===== config.mk =====
export PLATFORM = sky130hd
export DESIGN_NAME = ex_alu_unit
export DESIGN_NICKNAME = d
export VERILOG_FILES = /design/src/rtl/ex_alu_unit.sv
export SDC_FILE = /design/constraint.sdc
export NUM_CORES = 1
export LEC_CHECK = 0
export ABC_CLOCK_PERIOD_IN_PS = 4500
export BUFFER_PORTS_ARGS = -buffer_cell sky130_fd_sc_hd__buf_2
export CAP_MARGIN = 20
export CORE_MARGIN = 4
export CORE_UTILIZATION = 64
export DETAILED_ROUTE_END_ITERATION = 8
export PLACE_DENSITY = 0.95
export SETUP_SLACK_MARGIN = 0.4
export SLEW_MARGIN = 40
export SYNTH_ARGS = -nofsm -noshare
export SYNTH_HDL_FRONTEND = slang
export SYNTH_SLANG_ARGS = --single-unit

===== constraint.sdc =====
create_clock -name clk -period 4.5 [get_ports clk]
set_clock_uncertainty 0.15 [all_clocks]
set_input_delay 0.9 -clock clk [delete_from_list [all_inputs] [get_ports clk]]
set_output_delay 0.9 -clock clk [all_outputs]
set_load 0.03 [all_outputs]

===== src/rtl/ex_alu_unit.sv =====
// Execute-stage ALU block: operand muxes, 32-bit ALU, branch-target adder,
// all results registered into the EX/MEM boundary.

package ex_alu_pkg;

    typedef enum logic [3:0] {
        ALU_ADD   = 4'd0,
        ALU_SUB   = 4'd1,
        ALU_AND   = 4'd2,
        ALU_OR    = 4'd3,
        ALU_XOR   = 4'd4,
        ALU_NOR   = 4'd5,
        ALU_SLT   = 4'd6,
        ALU_SLL   = 4'd7,
        ALU_SRL   = 4'd8,
        ALU_SRA   = 4'd9,
        ALU_LUI   = 4'd10,
        ALU_ADDU  = 4'd11,
        ALU_SUBU  = 4'd12,
        ALU_SLTU  = 4'd13,
        ALU_PASSB = 4'd14,
        ALU_ZERO  = 4'd15
    } alu_op_e;

endpackage

module ex_alu_unit
    import ex_alu_pkg::*;
#(
    parameter int XLEN = 32
) (
    input  logic            clk,
    input  logic            rst_b,
    input  logic            stall,
    input  logic            flush,
    input  logic [3:0]      alu_operation,
    input  logic            alu_src,
    input  logic            shamt_sel,
    input  logic [XLEN-1:0] rs_data,
    input  logic [XLEN-1:0] rt_data,
    input  logic [XLEN-1:0] imm_data,
    input  logic [4:0]      shamt,
    input  logic [XLEN-1:0] pc_incremented,
    input  logic [XLEN-1:0] branch_offset,
    output logic [XLEN-1:0] alu_result,
    output logic            zero,
    output logic            negative,
    output logic [XLEN-1:0] branch_target
);

    logic [XLEN-1:0] operand_a;
    logic [XLEN-1:0] operand_b;
    logic [4:0]      shift_amt;
    logic [XLEN-1:0] result;
    logic [XLEN-1:0] target_sum;
    alu_op_e         op;

    assign op         = alu_op_e'(alu_operation);
    assign operand_a  = shamt_sel ? {{(XLEN-5){1'b0}}, shamt} : rs_data;
    assign operand_b  = alu_src ? imm_data : rt_data;
    // Shifts consume only the low five bits of A; the upper bits are ignored.
    assign shift_amt  = operand_a[4:0];
    assign target_sum = pc_incremented + branch_offset;

    always_comb begin
        // NOTE: result gets a default before the case so every path assigns
        // it; without that an unlisted opcode would infer a latch.
        result = '0;
        unique case (op)
            ALU_ADD,
            ALU_ADDU:  result = operand_a + operand_b;
            ALU_SUB,
            ALU_SUBU:  result = operand_a - operand_b;
            ALU_AND:   result = operand_a & operand_b;
            ALU_OR:    result = operand_a | operand_b;
            ALU_XOR:   result = operand_a ^ operand_b;
            ALU_NOR:   result = ~(operand_a | operand_b);
            ALU_SLT:   result = {{(XLEN-1){1'b0}}, ($signed(operand_a) < $signed(operand_b))};
            ALU_SLTU:  result = {{(XLEN-1){1'b0}}, (operand_a < operand_b)};
            ALU_SLL:   result = operand_b << shift_amt;
            ALU_SRL:   result = operand_b >> shift_amt;
            ALU_SRA:   result = $unsigned($signed(operand_b) >>> shift_amt);
            ALU_LUI:   result = {operand_b[15:0], {(XLEN-16){1'b0}}};
            ALU_PASSB: result = operand_b;
            ALU_ZERO:  result = '0;
            default:   result = '0;
        endcase
    end

    // Flush beats stall; reset values are stored zeros, so zero reads 0 after
    // reset even though the cleared result is numerically zero.
    always_ff @(posedge clk or posedge rst_b) begin
        // NOTE: registered state uses non-blocking assignments so every
        // flop samples pre-edge values regardless of statement order.
        if (rst_b) begin
            alu_result    <= '0;
            zero          <= 1'b0;
            negative      <= 1'b0;
            branch_target <= '0;
        end else if (flush) begin
            alu_result    <= '0;
            zero          <= 1'b0;
            negative      <= 1'b0;
            branch_target <= '0;
        end else if (!stall) begin
            alu_result    <= result;
            zero          <= (result == '0);
            negative      <= result[XLEN-1];
            branch_target <= target_sum;
        end
    end

endmodule


==> flow_summary.html, run 1 <==
<table>
<tr><th>Metric</th><th>Value</th></tr>
<tr><th colspan="2">Run status</th></tr>
<tr><td>Run status</td><td>stopped before the end</td></tr>
<tr><td>Halt Stage</td><td>clock tree synthesis (4_1_cts)</td></tr>
<tr><td>First error in the log</td><td>[ERROR DPL-0033] detailed placement checks failed during check placement.</td></tr>
<tr><th colspan="2">Clocking</th></tr>
<tr><td>Post-CTS Setup Bufs</td><td>63</td></tr>
<tr><td>Total CTS buffers</td><td>9</td></tr>
<tr><td>Number of gates given a new drive strength after cts</td><td>roughly 220</td></tr>
<tr><td>Hold buffers post-CTS</td><td>0</td></tr>
<tr><td>Number of buffers between clock root and the deepest sink</td><td>2</td></tr>
<tr><td>Root buffer cell</td><td>clkbuf_16</td></tr>
<tr><td>CTS sink cnt</td><td>65</td></tr>
<tr><td>Level count of the clock H-tree</td><td>3</td></tr>
<tr><th colspan="2">Logic synthesis</th></tr>
<tr><td>Post-Synthesis Mean Instance Area</td><td>7.234 um2</td></tr>
<tr><td>Number of instances in the synthesized netlist</td><td>2,032</td></tr>
<tr><td>Number of warnings issued by yosys</td><td>0</td></tr>
<tr><td>Async S/R FF share, synth</td><td>1.000</td></tr>
<tr><td>Number of flops mapped to enable cells by yosys</td><td>0</td></tr>
<tr><td>Synthesized area</td><td>about 15,000 um2</td></tr>
<tr><td>Number of unique standard cell types used by synthesis</td><td>94</td></tr>
<tr><td>Sequential fraction of the synthesis area</td><td>0.1106</td></tr>
<tr><td>Post-Synthesis Net Count</td><td>2,337</td></tr>
<tr><td>Number of storage elements in the synthesis netlist</td><td>65</td></tr>
<tr><td>Synth Flop Type</td><td>dfrtp_1</td></tr>
<tr><th colspan="2">Die</th></tr>
<tr><td>Standard-cell rows</td><td>55</td></tr>
<tr><td>Die boundary width</td><td>159.6 um</td></tr>
<tr><td>Die Y-Extent</td><td>around 160 um</td></tr>
<tr><td>Initial Utilization</td><td>0.6493</td></tr>
<tr><td># IOs</td><td>about 240</td></tr>
<tr><th colspan="2">Placed design</th></tr>
<tr><td>Final RePlAce weighted congestion</td><td>approximately 1.4</td></tr>
<tr><td>Final HPWL from detailed placement</td><td>between 70,000 and 80,000 um</td></tr>
<tr><td>PortBufs</td><td>between 200 and 250</td></tr>
</table>
-- stage by stage --
| step | cell area [um2] | setup WS (ps) | setup TNS, ps | instances |
|---|---|---|---|---|
| 3_5_place_dp | 20320 | -1322 | -15530 | 3003 |
| 3_3_place_gp | 20280 | -838.8 | -6748 | 3002 |
| 2_1_floorplan | 14980 | -787.0 | -1854 | 2032 |
-- cells in the mapped netlist, drive strengths merged, types with 18 or more instances --
master | instances | share of area
nor2 | 227 | 0.058
a21oi | 171 | 0.058
nand2 | 168 | 0.043
mux2i | 141 | 0.11
ha | 127 | 0.11
o21ai | 115 | 0.039
inv | 106 | 0.027
clkbuf | 90 | 0.023
dfrtp | 65 | 0.11
o22ai | 55 | 0.023
buf | 51 | 0.023
nor3 | 47 | 0.016
nand3 | 43 | 0.015
a21o | 38 | 0.019
a211oi | 37 | 0.020
o211ai | 35 | 0.018
a221oi | 32 | 0.019
nor2b | 32 | 0.014
xnor2 | 32 | 0.019
a22oi | 26 | 0.013
nand2b | 23 | 0.0098
a31oi | 21 | 0.0089
nand4 | 19 | 0.0081
nor4 | 18 | 0.0077
o21bai | 18 | 0.0092
o31ai | 18 | 0.0095
or3 | 18 | 0.0077
-- cells by family after synthesis --
kind of cell / share of synthesized area
AOI/OAI and AO/OA: 0.3353
adders and majority gates: 0.1122
muxes: 0.1293
xor gates and xnor gates: 0.02800
DFF: 0.1106
and+or+nand+nor: 0.2108
buffers and inverters: 0.07379
==> run 2, diff against run 1 <==
--- a/config.mk
+++ b/config.mk
@@ -9,10 +9,9 @@
 export BUFFER_PORTS_ARGS = -buffer_cell sky130_fd_sc_hd__buf_2
 export CAP_MARGIN = 20
 export CORE_MARGIN = 4
-export CORE_UTILIZATION = 64
+export CORE_UTILIZATION = 40
 export DETAILED_ROUTE_END_ITERATION = 8
-export PLACE_DENSITY = 0.95
-export SETUP_SLACK_MARGIN = 0.4
+export PLACE_DENSITY_LB_ADDON = 0.15
 export SLEW_MARGIN = 40
 export SYNTH_ARGS = -nofsm -noshare
 export SYNTH_HDL_FRONTEND = slang
==> flow_summary.html, run 2 <==
<table>
<tr><th>Metric</th><th>Value</th></tr>
<tr><th colspan="2">Run status</th></tr>
<tr><td>Run status</td><td>complete, but fails checks</td></tr>
<tr><td>Violated checks</td><td>setup timing</td></tr>
<tr><th colspan="2">Placed design</th></tr>
<tr><td>Final RePlAce weighted congestion</td><td>about 1.1</td></tr>
<tr><td>Final HPWL from detailed placement</td><td>~70,000 um</td></tr>
<tr><td>PortBufs</td><td>240</td></tr>
<tr><td>Placement-stage worst setup slack</td><td>-1252 ps</td></tr>
<tr><td>Cell count after placement</td><td>3,314</td></tr>
<tr><th colspan="2">Die</th></tr>
<tr><td>Die boundary width</td><td>199.7 um</td></tr>
<tr><td>Die ar.</td><td>39,880 um2</td></tr>
<tr><td># IOs</td><td>about 240</td></tr>
<tr><td>Initial Utilization</td><td>0.4093</td></tr>
<tr><td>Die Y-Extent</td><td>between 150 and 200 um</td></tr>
<tr><td>Standard-cell rows</td><td>between 60 and 70</td></tr>
<tr><td>Std-Cell Core Area</td><td>roughly 36,000 um2</td></tr>
<tr><th colspan="2">Setup path</th></tr>
<tr><td>Endpoint class of the critical path</td><td>register</td></tr>
<tr><td>Number of cells on the worst reg-to-reg path</td><td>4</td></tr>
<tr><td>Reg2Reg Launch Point</td><td>branch_target[31]$_DFFE_PP0P_</td></tr>
<tr><td>Critical path class</td><td>in2reg</td></tr>
<tr><td>Terminus of the critical flop-to-flop path</td><td>branch_target[31]$_DFFE_PP0P_</td></tr>
<tr><td>Largest fanout on the critical path</td><td>11</td></tr>
<tr><td>Critical Path Slowest Stage Cell</td><td>or4b_4</td></tr>
<tr><td>CP Data Required Time</td><td>between 4000 and 5000 ps</td></tr>
<tr><td>Most prevalent standard cell on the critical path</td><td>buf_4</td></tr>
<tr><td>Number of cells on the critical path</td><td>20</td></tr>
<tr><td>Setup crit start kind</td><td>input port</td></tr>
<tr><td>Cell Chain, Critical Path</td><td>buf_12 -&gt; buf_4 -&gt; mux2i_4 -&gt; buf_12 -&gt; buf_4 -&gt; inv_2 -&gt; buf_12 -&gt; buf_4 -&gt; mux2i_1 -&gt; a222oi_1 -&gt; buf_4 -&gt; nor2b_1 -&gt; or4_4 -&gt; a21o_1 -&gt; a211oi_2 -&gt; nor4_2 -&gt; or4b_4 -&gt; nor4_2 -&gt; nand4_1 -&gt; o31ai_2</td></tr>
<tr><td>Worst EP arrival</td><td>5090 ps</td></tr>
<tr><td>Internal reg-to-reg setup slack</td><td>between 3000 and 4000 ps</td></tr>
<tr><td>Buffer and inverter count on the worst path</td><td>8</td></tr>
<tr><td>Worst path max stage delay</td><td>approximately 540 ps</td></tr>
<tr><td>End point of the critical path</td><td>zero$_DFFE_PP0P_</td></tr>
<tr><td>Launch point of the worst path</td><td>shamt_sel</td></tr>
<tr><td>Kind of cell with the highest combined delay on the critical path</td><td>simple AND/OR/NAND/NOR gates</td></tr>
<tr><th colspan="2">Power and ir drop</th></tr>
<tr><td>Switching Fraction</td><td>0.4539</td></tr>
<tr><td>Clock power share</td><td>0.150</td></tr>
<tr><td>Net load switching power</td><td>about 2.3 mW</td></tr>
<tr><td>Comb power frac</td><td>0.717</td></tr>
<tr><td>Max IR drop VDD</td><td>between 200 and 250 uV</td></tr>
<tr><td>Cell internal pwr</td><td>between 2 and 3 mW</td></tr>
<tr><td>Reg power frac</td><td>0.133</td></tr>
<tr><td>Leakage</td><td>approximately 11 nW</td></tr>
<tr><td>Power per standard cell area</td><td>~220 nW/um2</td></tr>
<tr><th colspan="2">Clocking</th></tr>
<tr><td>Number of buffers between clock root and the deepest sink</td><td>2</td></tr>
<tr><td>TritonCTS clock tree</td><td>yes</td></tr>
<tr><td>Hold buffers post-CTS</td><td>0</td></tr>
<tr><td>CTS sink cnt</td><td>between 60 and 70</td></tr>
<tr><td>Level count of the clock H-tree</td><td>3</td></tr>
<tr><td>Insertion delay to the later sink of the worst-skew pair</td><td>320 ps</td></tr>
<tr><td>Clock slew seen by the registers of the worst setup and hold paths</td><td>~60 ps</td></tr>
<tr><td>Root buffer cell</td><td>clkbuf_16</td></tr>
<tr><td>Total CTS buffers</td><td>9</td></tr>
<tr><th colspan="2">Route</th></tr>
<tr><td>Total wirelength of the detailed-routed design</td><td>85,640 um</td></tr>
<tr><td>Vias per Instance</td><td>~6.2</td></tr>
<tr><td>Via count</td><td>20,900</td></tr>
<tr><td>DRC marker count from the first detailed-route iteration</td><td>2,360</td></tr>
<tr><td>Post-detailed-route wirelength per cell</td><td>approximately 25 um</td></tr>
<tr><td>DRC violations left</td><td>0</td></tr>
<tr><td>Count of TritonRoute iterations in the first routing pass</td><td>6</td></tr>
<tr><td>Number of nets with antenna violations after routing</td><td>0</td></tr>
<tr><th colspan="2">GRT</th></tr>
<tr><td>Antenna violations before repair</td><td>2</td></tr>
<tr><td>Wire length of the first global-routing pass</td><td>approximately 120,000 um</td></tr>
<tr><td>Number of global-route vias before repair</td><td>~20,000</td></tr>
<tr><td>Total routing usage reported by global routing</td><td>0.4089</td></tr>
<tr><td>Maximum number of pins on one net before global-route repair</td><td>68</td></tr>
<tr><td>Remaining Overflow, GRT</td><td>0</td></tr>
<tr><th colspan="2">STA</th></tr>
<tr><td>Slew of the pin with the lowest slew margin</td><td>between 800 and 900 ps</td></tr>
<tr><td>Final number of hold-violating endpoints</td><td>0</td></tr>
<tr><td>Max-slew violations</td><td>0</td></tr>
<tr><td>Slew margin rel.</td><td>0.4478</td></tr>
<tr><td>Final setup TNS</td><td>-1114 ps</td></tr>
<tr><td>Setup repair after global routing missed its margin</td><td>yes</td></tr>
<tr><td>Maximum operating frequency</td><td>around 200 MHz</td></tr>
<tr><td>Final min period</td><td>4999 ps</td></tr>
<tr><td>Number of endpoints failing setup at the final stage</td><td>4</td></tr>
<tr><td>Share of the cycle needed by the critical path after routing</td><td>1.111</td></tr>
<tr><td>Fin worst setup slack</td><td>-499.4 ps</td></tr>
<tr><th colspan="2">Layout</th></tr>
<tr><td>Post-route insts no fill</td><td>3,364</td></tr>
<tr><td>Area added between synthesis and finish</td><td>56.88%</td></tr>
<tr><td>Registers with the most flip-flops</td><td>alu_result: 32 flops, branch_target: 32 flops, zero: 1 flops</td></tr>
<tr><td>Net total in the final layout</td><td>approximately 3,200</td></tr>
<tr><td>Commonest cells after routing, fill and taps aside</td><td>714 x buf_4, 239 x buf_2, 224 x nor2_1</td></tr>
<tr><td>Ratio of cells with drive above 1 in the final layout</td><td>0.4141</td></tr>
<tr><td>Commonest non-fill, non-tap cell in the layout</td><td>buf_4</td></tr>
<tr><td>Final core occ</td><td>0.6421</td></tr>
<tr><td>Ant. Diodes</td><td>0</td></tr>
<tr><th colspan="2">Logic synthesis</th></tr>
<tr><td>Proportion of netlist area held by the largest area contributor</td><td>0.1106</td></tr>
<tr><td>Most frequently used cell type in the post-synthesis netlist</td><td>nor2_1</td></tr>
<tr><td>Sequential fraction of the synthesis area</td><td>0.1106</td></tr>
<tr><td>Synthesized area</td><td>roughly 15,000 um2</td></tr>
<tr><td>Synth top cells by count</td><td>225 x nor2_1, 171 x a21oi_1, 167 x nand2_1</td></tr>
<tr><td>Post-Synthesis Mean Instance Area</td><td>around 7.2 um2</td></tr>
<tr><td>Number of unique standard cell types used by synthesis</td><td>94</td></tr>
<tr><td>Cell taking the most area after synthesis</td><td>dfrtp_1</td></tr>
<tr><td>Number of flops mapped to enable cells by yosys</td><td>0</td></tr>
<tr><td>Async S/R FF share, synth</td><td>1.000</td></tr>
<tr><td>Post-Synthesis Net Count</td><td>~2,300</td></tr>
<tr><td>Synth Flop Type</td><td>dfrtp_1</td></tr>
<tr><td>Number of warnings issued by yosys</td><td>0</td></tr>
<tr><td>Number of instances in the synthesized netlist</td><td>approximately 2,000</td></tr>
<tr><td>Biggest area contributors in the synthesized netlist</td><td>dfrtp_1 11%, ha_1 11%, mux2i_1 8.2%</td></tr>
<tr><td>Number of storage elements in the synthesis netlist</td><td>65</td></tr>
<tr><th colspan="2">Job</th></tr>
<tr><td>Number of maximum-capacitance violations</td><td>0</td></tr>
<tr><th colspan="2">Worst hold path</th></tr>
<tr><td>Hold Crit Class</td><td>reg2reg</td></tr>
</table>
[run 2: cell counts after synthesis]
No cell type changed its count.
[run 2: stage by stage]
step	area [um2]	total power, mW	hold slack (ps)
after floorplan	14930	2.309	510.0
after global placement	21690	3.932	326.9
after detailed placement	21690	3.959	327.3
after CTS	22650	4.851	336.4
after global routing	23060	5.262	360.7
final	23060	5.037	334.1
[run 2: worst min-delay path: cells and delay by family, from the launching register on]
kind               cells  cell delay, ps
and+or+nand+nor        1              60
DFF                    1             330
AOI/OAI and AO/OA      1              50
[run 2: power groups by stage]
stage	combinational [mW]	sequential, mW	clock (mW)
detailed placement	3.28	0.680	0
CTS	3.42	0.671	0.763
global route	3.79	0.676	0.799
finish	3.61	0.671	0.754
floorplan	1.52	0.789	0
global placement	3.25	0.678	0
[run 2: timing repair]
item	4_1_cts	5_1_grt
resized for setup	85	63
setup endpoints to repair	16	18
setup buffers	22	14
pin swaps	21	35
cloned	1	0
[run 2: worst min-delay path by stage]
stage | to | slack (ps) | depth (start not counted) | startpoint
2_1_floorplan | branch_target[3]$_DFFE_PP0P_ | 510 | 2 | branch_target[3]$_DFFE_PP0P_
3_3_place_gp | zero$_DFFE_PP0P_ | 330 | 2 | zero$_DFFE_PP0P_
3_5_place_dp | zero$_DFFE_PP0P_ | 330 | 2 | zero$_DFFE_PP0P_
4_1_cts | zero$_DFFE_PP0P_ | 340 | 2 | zero$_DFFE_PP0P_
5_1_grt | branch_target[28]$_DFFE_PP0P_ | 360 | 1 | branch_target[28]$_DFFE_PP0P_
6_report | zero$_DFFE_PP0P_ | 330 | 2 | zero$_DFFE_PP0P_
[run 2: layout make-up]
type	count	area, um2
clock buffers	11	242.7
clock inverters	5	78.83
fillers	3263	12850
inverters	110	420.4
multi-input cells	1716	12820
flip-flops and latches	65	1627
well taps	461	576.8
repair buffers	996	7300
[run 2: kinds of logic after synthesis]
kind of cell,synth area share
AO/OA/AOI/OAI,0.3353
XOR/XNOR,0.02800
adder cells (fa/ha/maj),0.1122
buffers and inverters,0.07379
flip-flops,0.1106
multiplexers,0.1293
AND/OR/NAND/NOR,0.2108
[run 2: routing by layer]
| metal | global-route usage | vias to the layer above | part of all wire |
|---|---|---|---|
| li1 | - | 9377 | - |
| met1 | 0.5373 | 9868 | 0.39 |
| met2 | 0.6322 | 1362 | 0.43 |
| met3 | 0.1094 | 294 | 0.12 |
| met4 | 0.1799 | 2 | 0.062 |
| met5 | 0 | - | 0.00014 |
Note: power is estimated with default switching activity, not from simulation.
